==> config.mk <==
export PLATFORM = sky130hd
export DESIGN_NAME = pl_stage_chain
export DESIGN_NICKNAME = d
export VERILOG_FILES = /design/src/rtl/pl_pkg.sv /design/src/rtl/pl_stage.sv /design/src/rtl/pl_stage_chain.sv
export SDC_FILE = /design/constraint.sdc
export NUM_CORES = 1
export LEC_CHECK = 0
export ABC_AREA = 1
export BUFFER_PORTS_ARGS = -buffer_cell sky130_fd_sc_hd__buf_2
export CELL_PAD_IN_SITES_DETAIL_PLACEMENT = 1
export CELL_PAD_IN_SITES_GLOBAL_PLACEMENT = 1
export CORE_MARGIN = 2
export CORE_UTILIZATION = 28
export CTS_CLUSTER_SIZE = 25
export DETAILED_ROUTE_END_ITERATION = 8
export PLACE_DENSITY_LB_ADDON = 0.1
export SLEW_MARGIN = 20
export SYNTH_ARGS = -nofsm -noshare
export SYNTH_HDL_FRONTEND = slang
export SYNTH_SLANG_ARGS = --single-unit
==> constraint.sdc <==
create_clock -name clk -period 1.3 [get_ports clk]
set_clock_uncertainty 0.2 [all_clocks]
set_input_delay 0.195 -clock clk [delete_from_list [all_inputs] [get_ports clk]]
set_output_delay 0.195 -clock clk [all_outputs]
set_load 0.005 [all_outputs]
==> src/rtl/pl_pkg.sv <==
`default_nettype none
// ============================================================================
// Module   : pl_pkg
// Purpose  : Shared definitions for the pipeline-register chain: the NOP
//            bubble word, the control bundle carried between the ID/EX and
//            EX/MEM stages, and the legal stage-count ceiling.
// Revision : 1.0 - initial release
// ============================================================================
package pl_pkg;

  // All-zero instruction word: sll $0,$0,0, used as the pipeline bubble.
  localparam logic [31:0] PL_NOP = 32'h0000_0000;

  // Largest chain depth an instance may be built with.
  localparam int unsigned PL_MAX_STAGES = 8;

  // Control bundle shared by the ID/EX and EX/MEM payloads.
  typedef struct packed {
    logic       reg_dst;
    logic       alu_src;
    logic       mem_read;
    logic       mem_write;
    logic       mem_to_reg;
    logic       reg_write;
    logic       branch_eq_ne;
    logic [2:0] alu_op;
  } pl_ctrl_t;

  // Keeps an out-of-range depth from elaborating an empty or oversized chain.
  function automatic int unsigned pl_clamp_stages(input int unsigned stages);
    if (stages == 0) begin
      return 1;
    end
    if (stages > PL_MAX_STAGES) begin
      return PL_MAX_STAGES;
    end
    return stages;
  endfunction

endpackage
`default_nettype wire

==> src/rtl/pl_stage.sv <==
`default_nettype none
// ============================================================================
// Module   : pl_stage
// Purpose  : One register stage of the valid/ready pipeline chain: a main
//            entry, a flush that turns the stage into a bubble, and, when
//            PL_SKID_EN is defined, a skid entry with a registered ready.
// Config   : PL_SKID_EN - adds the skid entry and registers the ready.
// Revision : 1.0 - initial release
// ============================================================================
module pl_stage
  import pl_pkg::*;
#(
  parameter int unsigned           DATA_WIDTH   = 32,
  parameter logic [DATA_WIDTH-1:0] BUBBLE_VALUE = DATA_WIDTH'(PL_NOP)
) (
  input  logic                  clk,
  input  logic                  rst,
  input  logic                  flush,
  input  logic                  up_valid,
  input  logic [DATA_WIDTH-1:0] up_data,
  output logic                  ready,
  input  logic                  down_ready,
  output logic                  valid,
  output logic [DATA_WIDTH-1:0] data,
  output logic [1:0]            cnt_next
);

  logic                  main_valid_d;
  logic [DATA_WIDTH-1:0] main_data_d;

`ifdef PL_SKID_EN

  logic                  skid_valid;
  logic                  skid_valid_d;
  logic [DATA_WIDTH-1:0] skid_data;
  logic [DATA_WIDTH-1:0] skid_data_d;

  // Ready depends only on a flop, so no combinational path crosses the stage.
  assign ready = !skid_valid;

  // Next main/skid contents: the skid entry drains first, and it only fills
  // when a beat arrives while the main entry is stuck.
  always_comb begin
    main_valid_d = valid;
    main_data_d  = data;
    skid_valid_d = skid_valid;
    skid_data_d  = skid_data;
    if (!valid || down_ready) begin
      if (skid_valid) begin
        main_valid_d = 1'b1;
        main_data_d  = skid_data;
        skid_valid_d = 1'b0;
      end else begin
        main_valid_d = up_valid;
        if (up_valid) begin
          main_data_d = up_data;
        end
      end
    end else if (up_valid && ready) begin
      skid_valid_d = 1'b1;
      skid_data_d  = up_data;
    end
    if (flush) begin
      main_valid_d = 1'b0;
      main_data_d  = BUBBLE_VALUE;
      skid_valid_d = 1'b0;
      skid_data_d  = BUBBLE_VALUE;
    end
  end

  // Stage registers; reset restores the bubble in both entries.
  always_ff @(posedge clk) begin
    if (rst) begin
      valid      <= 1'b0;
      data       <= BUBBLE_VALUE;
      skid_valid <= 1'b0;
      skid_data  <= BUBBLE_VALUE;
    end else begin
      valid      <= main_valid_d;
      data       <= main_data_d;
      skid_valid <= skid_valid_d;
      skid_data  <= skid_data_d;
    end
  end

  assign cnt_next = {1'b0, main_valid_d} + {1'b0, skid_valid_d};

`else

  // The stage may load whenever it is empty or its beat leaves this cycle.
  assign ready = !valid || down_ready;

  // Next contents: load from upstream (a bubble just clears valid and keeps
  // the stale data), with flush taking priority over any load.
  always_comb begin
    main_valid_d = valid;
    main_data_d  = data;
    if (ready) begin
      main_valid_d = up_valid;
      if (up_valid) begin
        main_data_d = up_data;
      end
    end
    if (flush) begin
      main_valid_d = 1'b0;
      main_data_d  = BUBBLE_VALUE;
    end
  end

  // Stage register; reset restores the bubble.
  always_ff @(posedge clk) begin
    if (rst) begin
      valid <= 1'b0;
      data  <= BUBBLE_VALUE;
    end else begin
      valid <= main_valid_d;
      data  <= main_data_d;
    end
  end

  assign cnt_next = {1'b0, main_valid_d};

`endif

endmodule
`default_nettype wire

==> src/rtl/pl_stage_chain.sv <==
`default_nettype none
// ============================================================================
// Module   : pl_stage_chain
// Purpose  : Parametrised chain of STAGES pipeline registers with
//            valid/ready flow control, per-stage flush into bubbles and a
//            registered count of valid entries.
// Config   : PL_SKID_EN - every stage gets a skid entry and a registered
//            ready, cutting the out_ready -> in_ready combinational path.
// Revision : 1.0 - initial release
// ============================================================================
module pl_stage_chain
  import pl_pkg::*;
#(
  parameter int unsigned           DATA_WIDTH   = 32,
  parameter int unsigned           STAGES       = 1,
  parameter logic [DATA_WIDTH-1:0] BUBBLE_VALUE = DATA_WIDTH'(PL_NOP)
) (
  input  logic                           clk,
  input  logic                           rst,
  input  logic                           in_valid,
  output logic                           in_ready,
  input  logic [DATA_WIDTH-1:0]          in_data,
  output logic                           out_valid,
  input  logic                           out_ready,
  output logic [DATA_WIDTH-1:0]          out_data,
  input  logic [STAGES-1:0]              flush_mask,
  output logic [$clog2(2*STAGES+1)-1:0]  occupancy
);

  localparam int unsigned DEPTH = pl_clamp_stages(STAGES);
  localparam int unsigned OCC_W = $clog2(2*STAGES+1);

  logic [1:0]       stage_cnt [DEPTH];
  logic [OCC_W-1:0] occ_next;

  genvar i;
  generate
    for (i = 0; i < DEPTH; i++) begin : g_stage
      logic                  up_valid;
      logic [DATA_WIDTH-1:0] up_data;
      logic                  down_ready;
      logic                  ready;
      logic                  valid;
      logic [DATA_WIDTH-1:0] data;
      logic [1:0]            cnt_next;

      if (i == 0) begin : g_head
        assign up_valid = in_valid;
        assign up_data  = in_data;
      end else begin : g_link
        assign up_valid = g_stage[i-1].valid;
        assign up_data  = g_stage[i-1].data;
      end

      if (i == DEPTH - 1) begin : g_tail
        assign down_ready = out_ready;
      end else begin : g_mid
        assign down_ready = g_stage[i+1].ready;
      end

      pl_stage #(
        .DATA_WIDTH   (DATA_WIDTH),
        .BUBBLE_VALUE (BUBBLE_VALUE)
      ) u_stage (
        .clk        (clk),
        .rst        (rst),
        .flush      (flush_mask[i]),
        .up_valid   (up_valid),
        .up_data    (up_data),
        .ready      (ready),
        .down_ready (down_ready),
        .valid      (valid),
        .data       (data),
        .cnt_next   (cnt_next)
      );

      assign stage_cnt[i] = cnt_next;
    end
  endgenerate

  assign in_ready  = g_stage[0].ready;
  assign out_valid = g_stage[DEPTH-1].valid;
  // Downstream never sees stale payload behind a bubble.
  assign out_data  = g_stage[DEPTH-1].valid ? g_stage[DEPTH-1].data : BUBBLE_VALUE;

  // Count of valid entries every stage will hold after the coming edge.
  always_comb begin
    occ_next = '0;
    for (int k = 0; k < DEPTH; k++) begin
      occ_next = occ_next + OCC_W'(stage_cnt[k]);
    end
  end

  // Registered occupancy, so it matches the valid bits after each edge.
  always_ff @(posedge clk) begin
    if (rst) begin
      occupancy <= '0;
    end else begin
      occupancy <= occ_next;
    end
  end

endmodule
`default_nettype wire

==> results of run 1 <==
==> layer usage <==
layer  wire (um)  track usage  up-vias
li1            -            -      980
met1        2393       0.1718      851
met2        2211       0.2397       45
met3         208      0.03280        5
met4          34      0.03130        0
met5           0            0        -
==> through the flow <==
step	TNS [ns]	util
floorplan	0	-
global placement	0	0.3678
detailed placement	0	0.3678
CTS	-4.838	0.3920
global route	-7.899	0.4035
finish	-4.736	0.4035
==> flip-flops by register name, indices dropped and copies added, names as in the netlist <==
register and cells:
g_stage.u_stage.data 32, g_stage.u_stage.valid 1
==> cell usage in the layout (no fill, tap or decap), types with 2 or more instances in the layout <==
| master | synthesis | routed |
|---|---|---|
| buf_12 | 0 | 6 |
| clkbuf_8 | 0 | 6 |
| buf_2 | 10 | 71 |
| nand3_1 | 32 | 32 |
| clkbuf_16 | 0 | 2 |
| a21oi_1 | 33 | 32 |
| inv_1 | 65 | 65 |
| nand2_1 | 64 | 63 |
| buf_4 | 3 | 5 |
| dlygate4sd3_1 | 0 | 2 |
| dfxtp_1 | 33 | 32 |
| nor2_1 | 33 | 32 |
==> worst max-delay path, cell delays in order, from the launching register on <==
cell     delay (ns)
dfxtp_4        0.41
nand2_4        0.12
buf_12         0.16
buf_2          0.12
==> kinds of logic (layout without fill, tap and decap cells) <==
kind of cell    Yosys count  after routing
compound gates           33             33
simple gates            131            131
other cells               1              1
flops                    33             33
buf+inv                  88            159
==> layout make-up <==
class / count / area (um^2) / area share
multi-input cells: 165 / 718.2 / 0.2971
flip-flops and latches: 33 / 664.4 / 0.2748
repair buffers: 87 / 610.6 / 0.2526
inverters: 65 / 244.0 / 0.1009
well taps: 75 / 93.84 / 0.03882
clock buffers: 7 / 86.33 / 0.03571
==> repair_timing <==
item                                    4_1_cts  5_1_grt
endpoints found under the setup margin       35       52
setup buffers                                 0        2
pin swaps                                     0        0
hold endpoints to repair                      1        0
cloned                                        1        2
resized for setup                             3        3
hold buffers                                  2        0
==> power groups by stage <==
stage / Clock, mW / Sequential (mW) / Combinational (mW)
5_1_grt: 0.853 / 1.09 / 0.416
6_report: 0.760 / 1.08 / 0.362
4_1_cts: 0.794 / 1.08 / 0.351
2_1_floorplan: 0 / 1.10 / 0.216
3_3_place_gp: 0 / 1.10 / 0.333
3_5_place_dp: 0 / 1.10 / 0.336
==> path summary, 6_finish.rpt <==
| path | startpoint | end | cells past startpoint |
|---|---|---|---|
| hold / removal | in_data[7] | g_stage[0].u_stage.data[7] | 5 |
| setup / recovery | g_stage[0].u_stage.valid | in_ready | 3 |
| setup reg to reg | g_stage[0].u_stage.valid | g_stage[0].u_stage.data[27] | 6 |
| hold reg to reg | g_stage[0].u_stage.data[9] | g_stage[0].u_stage.data[9] | 2 |
==> flow_summary.yaml, run 1 <==
routing:
  drcViolationCount: 0
  wl_per_cell_um: 11.22
  ant_nets: 0
  dr.pass1.iters: 4
  wl_um: 4848
  num_vias: 1881
  drtIter0Drc: 84
  drt-vias-per-instance: 4.354
global_route:
  grt_use_total: 0.1378
  grt_start_max_net_pins: 35
  grt_pass1_wl_um: 8086
  grt_antenna_before_repair: 0
  grt-ovfl-total: 0
  grt_pass1_vias: 1845
placement:
  pre_cts_ws_ns: 0.03565
  dp_cells: 418
  dpl.hpwl_um: 3001
  place_area_mm2: 0.002203
  io_buffers: 71
  gp_congestion: 0.6658
synth:
  seq_area_frac_synth: 0.3745
  syn_inst: 286
  synth_top_family_by_area: "simple AND/OR/NAND/NOR gates"
  ys_ff_latch: 33
  synthTopCellsByArea: "dfxtp_1, inv_1, nand2_1"
  synth_xor_xnor_area_share: 0
  synthArstFlopShare: 0
  synth_compound_area_frac: 0.09362
  synth_edf_count: 0
  avgSynthCellArea_um2: 6.169
  yosysTopAreaCell: "dfxtp_1"
  synth_most_common_cell: "inv_1"
  yosysTopAreaCellShare: 0.3745
  synth_mux_area_frac: 0
  synth_ff_type: "dfxtp_1"
  ys_types: 13
  synth_commonest_cells: "inv_1, nand2_1, a21oi_1, dfxtp_1, nor2_1"
  synth_simple_gate_area_share: 0.3035
  synthAdderAreaFrac: 0
  yosys_warnings: 0
  netlist_area_mm2: 0.001764
  synth_nets: 323
worst_setup_path:
  worstSetupEndpointType: "primary output"
  critPathArrivalTime_ns: 1.08
  crit_path_max_fanout: 7
  cp.required_ns: 0.90
  reg2reg_setup_slack_ns: -0.02
  worst_setup_path_start_kind: "register"
  critPathKind: "reg -> out"
power:
  pwr-share-clk: 0.345
  switchingPower_mw: 0.5498
  finalPower_mw: 2.203
  pwr-share-seq: 0.491
  power.density_mw_per_mm2: 911.5
  internal_power_mw: 1.654
  ir_drop_mv: 0.3773
  pwr-share-comb: 0.164
  swShare: 0.2495
  p_leak_nw: 1.538
layout:
  final_area_mm2: 0.002417
  instances_no_fill: 432
  syn2layout_area_growth_pct: 37.02
  insertedDiodeCount: 0
  final_nets: 394
  nFillCells: 831
  final_layout_size_suffix_gt1_frac: 0.2689
floorplan:
  die-height_um: 83.38
  rows: 28
  io_pins: 73
  die_x_um: 83.38
  core_mm2: 0.005991
  initial_core_util: 0.2945
  die_area_mm2: 0.006951
clock_tree:
  cts_tree: "done"
  h-tree-depth: 2
  clock-sinks: 33
  clockRootBuffer: "clkbuf_8"
  cts_max_path_buffers: 2
  clock_latency_ns: 0.27
  cts_buffers: 5
  clkTransAtPathRegs_ns: 0.07
timing:
  hold-worst-slack_ns: 0.02531
  fmax_mhz: 679.2
  fin_crit_sh: 1.133
  min_period_ns: 1.472
  rsz0062_at_grt: "true"
  slew_viol_final: 0
  finalSetupViolCount: 44
  layout_setup_ws_ns: -0.1723
  finalHoldViolCount: 0
outcome:
  violations: "setup timing"
  status: "finished with violations"
run:
  maxCapViolCount: 0
min_path:
  min-delay-path-class: "in -> reg"
Power figures use the tool's default switching activity.
==> run 2, diff against run 1 <==
- ABC_AREA: 1 -> default
- CORE_UTILIZATION: 28 -> 32
- CTS_CLUSTER_DIAMETER: default -> 50
- clock period: 1.3 -> 1.65 ns (I/O delays scaled with it)
==> run 2 against run 1 <==
Against the previous run:
- the flow now finishes without violations
- die area decreased by 21%
- hold slack got worse by 0.016 ns
- register-to-register slack improved by 0.32 ns
- clock power decreased by 25%
- routed wire length decreased by 16%
- largest cell class unchanged
==> flow_summary.yaml, run 2 <==
outcome:
  status: "finished clean"
synth:
  synthArstFlopShare: 0
  ys_ff_latch: 33
  synth_ff_type: "dfxtp_1"
  synth_edf_count: 0
  yosysTopAreaCellShare: 0.4174
  syn_inst: 190
  synth_most_common_cell: "dfxtp_1"
  yosysTopAreaCell: "dfxtp_1"
  synthTopCellsByArea: "dfxtp_1, and2_1, nand4_1"
  seq_area_frac_synth: 0.4174
  avgSynthCellArea_um2: 8.330
  yosys_warnings: 0
  synth_nets: 227
  ys_types: 18
  synth_commonest_cells: "dfxtp_1, and2_1, nand2_1, nand4_1, o21ai_2"
  netlist_area_mm2: 0.001583
worst_setup_path:
  worstSetupEndpointType: "primary output"
  crit_path_max_fanout: 32
  worst-path-buf-inv: 2
  crit_slowest_cell: "dfxtp_1"
  critPathKind: "reg -> out"
  crit_family: "flip-flops"
  cp.required_ns: 1.20
  critPathArrivalTime_ns: 1.12
  crit_path_cell_trace: "buf_12 -> and2_1 -> buf_2"
  worst_setup_path_start_kind: "register"
  critPathMaxStageDelay_ns: 0.41
clock_tree:
  clockRootBuffer: "clkbuf_8"
  cts_tree: "done"
  clkTransAtPathRegs_ns: 0.06
  clock-sinks: 33
  cts_max_path_buffers: 2
  h-tree-depth: 2
  holdBufCountCts: 0
  cts_buffers: 5
  postCtsSetupRepairBufs: 0
  clock_latency_ns: 0.27
power:
  finalPower_mw: 1.600
  p_leak_nw: 0.9240
  ir_drop_mv: 0.3219
  power.density_mw_per_mm2: 773.0
layout:
  nFillCells: 606
  instances_no_fill: 320
  final_layout_size_suffix_gt1_frac: 0.4229
  largestRegisters: "g_stage.u_stage.data x32, g_stage.u_stage.valid x1"
  final_area_mm2: 0.002069
  final_nets: 289
  multi_input_comb_area_um2: 793.3
  largest_reg_flops: 32
  insertedDiodeCount: 0
  max_flop_register: "g_stage.u_stage.data"
  regArea_um2: 660.6
  layout_commonest_cell: "buf_2"
  syn2layout_area_growth_pct: 30.75
  layout_common_cells: "buf_2, dfxtp_1, and2_1, nand2_1, nand4_1"
min_path:
  min-delay-path-class: "in -> reg"
global_route:
  grt_start_max_net_pins: 66
  grt_pass1_wl_um: 6624
  grt_antenna_before_repair: 0
  met2_usage: 0.2530
  grt_pass1_vias: 1403
  grt-busiest-layer: "met2"
  grt-ovfl-total: 0
  grt_use_total: 0.1531
  use_met3: 0.03117
  use_met1: 0.2022
floorplan:
  io_pins: 73
  rows: 25
  die_x_um: 74.33
  die-height_um: 74.33
  initial_core_util: 0.3329
  die_area_mm2: 0.005525
  core_mm2: 0.004755
placement:
  place_area_mm2: 0.001974
  dpl.hpwl_um: 2721
  gp_congestion: 0.6839
  dp_cells: 312
  io_buffers: 71
timing:
  fin_crit_sh: 0.9476
  finalSetupViolCount: 0
  finalHoldViolCount: 0
  slew_viol_final: 0
  final.setup.tns_ns: 0
  fmax_mhz: 639.6
  min_period_ns: 1.564
  rsz0062_at_grt: "false"
  hold-worst-slack_ns: 0.009801
routing:
  num_vias: 1515
  ant_nets: 0
  drcViolationCount: 0
  drt-vias-per-instance: 4.734
  drtIter0Drc: 77
  wl_per_cell_um: 12.73
  dr.pass1.iters: 4
  wl_um: 4072
run:
  maxCapViolCount: 0
## run 2: changes by cell type in the layout (fill, tap and decap cells not counted), sizes merged, moves of 2 or more
cell | before | now
nand2 | 65 | 32
a21oi | 33 | 0
dlygate4sd3 | 2 | 0
and2 | 0 | 33
nand3 | 32 | 0
clkinv | 0 | 2
nor2 | 33 | 1
inv | 65 | 1
clkbuf | 9 | 6
buf | 83 | 78
nand4 | 0 | 32
o21ai | 0 | 32
## run 2: where the power goes
part,internal (mW),switching [mW],leakage (nW)
clock,0.292,0.280,0.0450
combinational,0.0817,0.108,0.610
sequential,0.824,0.0135,0.269
## run 2: metrics by stage
stage | utilization | setup WS [ns]
finish | 0.4353 | 0.08645
global route | 0.4353 | 0.006909
CTS | 0.4334 | 0.03417
detailed placement | 0.4153 | 0.2772
global placement | 0.4153 | 0.2859
floorplan | - | 0.3414
## run 2: final cells by class
| cell class | instances | area share |
|---|---|---|
| clock inverter | 2 | 0.004837 |
| multi-input combinational | 133 | 0.3833 |
| sequential | 33 | 0.3192 |
| timing repair buffer | 78 | 0.2152 |
| inverter | 1 | 0.001814 |
| clock buffer | 6 | 0.03507 |
| tap | 67 | 0.04051 |
## run 2: final timing paths
path / startpoint / end / slack [ns] / cells past startpoint
worst max-delay path: g_stage[0].u_stage.valid / out_data[21] / 0.09 / 3
worst min-delay path: in_data[27] / g_stage[0].u_stage.data[27] / 0.01 / 3
worst max register to register: g_stage[0].u_stage.valid / g_stage[0].u_stage.data[16] / 0.30 / 4
worst min register to register: g_stage[0].u_stage.data[3] / g_stage[0].u_stage.data[3] / 0.24 / 2
## run 2: what timing repair did
| action | 4_1_cts | 5_1_grt |
|---|---|---|
| gates cloned | 0 | 0 |
| setup endpoints to repair | 32 | 27 |
| gates resized for setup | 1 | 2 |
| pin swaps | 0 | 0 |
| endpoints found under the hold margin | 0 | 0 |
## run 2: kinds of logic after synthesis
family,synth area share
flops,0.4174
compound gates,0.1534
buf+inv,0.08615
simple gates,0.3407
other cells,0.002369
## run 2: tightest hold or removal path, cell delays in order
cell     delay [ns]
buf_2          0.08
nand4_1        0.06
o21ai_0        0.07
## run 2: routing by layer
| layer | share of wire | vias to the layer above |
|---|---|---|
| met5 | 0 | - |
| met4 | 0.010 | 0 |
| met3 | 0.060 | 5 |
| met2 | 0.46 | 50 |
| met1 | 0.47 | 687 |
| li1 | - | 773 |
==> run 3, diff against run 2 <==
- CTS_CLUSTER_DIAMETER: 50 -> 80
- REMOVE_ABC_BUFFERS: default -> 1
==> run 3 against run 2 <==
Against the previous run:
- flip-flop and latch count unchanged
- hold slack better by 0.013 ns
- critical path depth unchanged
- clock power grew 16%
- routed wire length increased by 5.8%
- power is 6.2% higher
- critical path type unchanged
- die area stayed put
- non-clock buffer count grew 2
- largest cell class unchanged
==> flow_summary.yaml, run 3 (same netlist as run 2, synthesis figures left out) <==
worst_setup_path:
  worst_setup_path_start_kind: "register"
  r2r-end: "g_stage[0].u_stage.data[6]"
  critPathArrivalTime_ns: 1.10
  critPathKind: "reg -> out"
  critPathMaxStageDelay_ns: 0.33
  crit_slowest_cell: "dfxtp_1"
  worstSetupEndpointType: "primary output"
  crit_path_cell_trace: "nand2b_1 -> buf_6 -> buf_2"
  reg2reg_setup_slack_ns: 0.29
  rr_worst_depth: 4
  cp.required_ns: 1.20
  crit_path_max_fanout: 21
  reg2reg_from: "g_stage[0].u_stage.valid"
global_route:
  grt_start_max_net_pins: 66
  grt_pass1_vias: 1460
  grt_pass1_wl_um: 7086
  grt-ovfl-total: 0
  grt_antenna_before_repair: 0
  grt_use_total: 0.1651
layout:
  utilization: 0.4413
  final_nets: 291
  syn2layout_area_growth_pct: 32.57
  largestRegisters: "g_stage.u_stage.data x32, g_stage.u_stage.valid x1"
  largest_reg_flops: 32
  layout_common_cells: "buf_2, dfxtp_1, and2_1, nand2_1, nand4_1"
  final_layout_size_suffix_gt1_frac: 0.4314
  instances_no_fill: 322
  layout_commonest_cell: "buf_2"
  nFillCells: 594
  final_area_mm2: 0.002098
  insertedDiodeCount: 0
  max_flop_register: "g_stage.u_stage.data"
clock_tree:
  h-tree-depth: 2
  clockRootBuffer: "clkbuf_8"
  holdBufCountCts: 0
  cts_buffers: 5
  cts_max_path_buffers: 2
  postCtsSetupRepairBufs: 0
  clock_latency_ns: 0.27
  cts_resized: 0
  clkTransAtPathRegs_ns: 0.07
  cts_tree: "done"
  clock-sinks: 33
routing:
  drcViolationCount: 0
  wl_per_cell_um: 13.38
  num_vias: 1546
  wl_um: 4309
  dr.pass1.iters: 4
  ant_nets: 0
  drtIter0Drc: 65
  drt-vias-per-instance: 4.801
placement:
  dpl.hpwl_um: 3035
  io_buffers: 71
  dp_cells: 314
  place_area_mm2: 0.001989
  pre_cts_ws_ns: 0.2619
  gp_congestion: 0.7113
timing:
  hold-worst-slack_ns: 0.02244
  fin_crit_sh: 0.9352
  layout_setup_ws_ns: 0.1070
  slew_viol_final: 0
  finalHoldViolCount: 0
  final.setup.tns_ns: 0
  min_period_ns: 1.543
  fmax_mhz: 648.1
  rsz0062_at_grt: "false"
  finalSetupViolCount: 0
floorplan:
  core_mm2: 0.004755
  io_pins: 73
  die_x_um: 74.33
  initial_core_util: 0.3329
  die_area_mm2: 0.005525
  rows: 25
  die-height_um: 74.33
power:
  power.density_mw_per_mm2: 809.3
  finalPower_mw: 1.698
  ir_drop_mv: 0.3416
  p_leak_nw: 0.9428
min_path:
  whs_endpoint: "g_stage[0].u_stage.data[29]"
  min_from: "in_data[29]"
  min-delay-path-class: "in -> reg"
  hold_depth: 3
outcome:
  status: "finished clean"
run:
  maxCapViolCount: 0
==> run 3: changes by cell type in the layout (fill, tap and decap cells not counted), sizes merged <==
cell | previous run | this run
buf | 78 | 80
clkbuf | 6 | 7
clkinv | 2 | 1
==> run 3: layout make-up <==
cell class	instances	area, um^2	area share
multi-input cells	133	793.3	0.3781
flip-flops and latches	33	660.6	0.3148
repair buffers	80	455.4	0.2171
clock buffers	7	96.34	0.04592
well taps	67	83.83	0.03995
clock inverters	1	5.005	0.002385
inverters	1	3.754	0.001789
==> run 3: worst max-delay path by stage <==
stage	startpoint	endpoint	slack, ns	depth (start not counted)
after global routing	g_stage[0].u_stage.valid	out_data[23]	0.03	3
after global placement	out_ready	g_stage[0].u_stage.data[21]	0.30	5
after CTS	g_stage[0].u_stage.valid	in_ready	0.04	3
after floorplan	rst	g_stage[0].u_stage.data[10]	-1.18	3
final	g_stage[0].u_stage.valid	in_ready	0.11	3
after detailed placement	out_ready	g_stage[0].u_stage.data[3]	0.26	5
==> run 3: power by group <==
part           internal (mW)  switching [mW]  leakage (nW)
Sequential             0.824          0.0129         0.269
Combinational         0.0831           0.112         0.620
Clock                  0.377           0.289        0.0542
Total                   1.28           0.414         0.943
==> run 3: per-layer routing <==
metal	up-vias	global-route usage	share of wire	routed length (um)
li1	781	-	-	-
met1	712	0.2201	0.46	1972
met2	48	0.2718	0.48	2068
met3	5	0.03388	0.052	222
met4	0	0.04762	0.010	45
met5	-	0	0	0
==> run 3: worst max-delay path: cells and delay by family (launching register included) <==
kind | cells | cell delay [ns]
DFF | 1 | 0.33
buffers and inverters | 2 | 0.35
and+or+nand+nor | 1 | 0.14
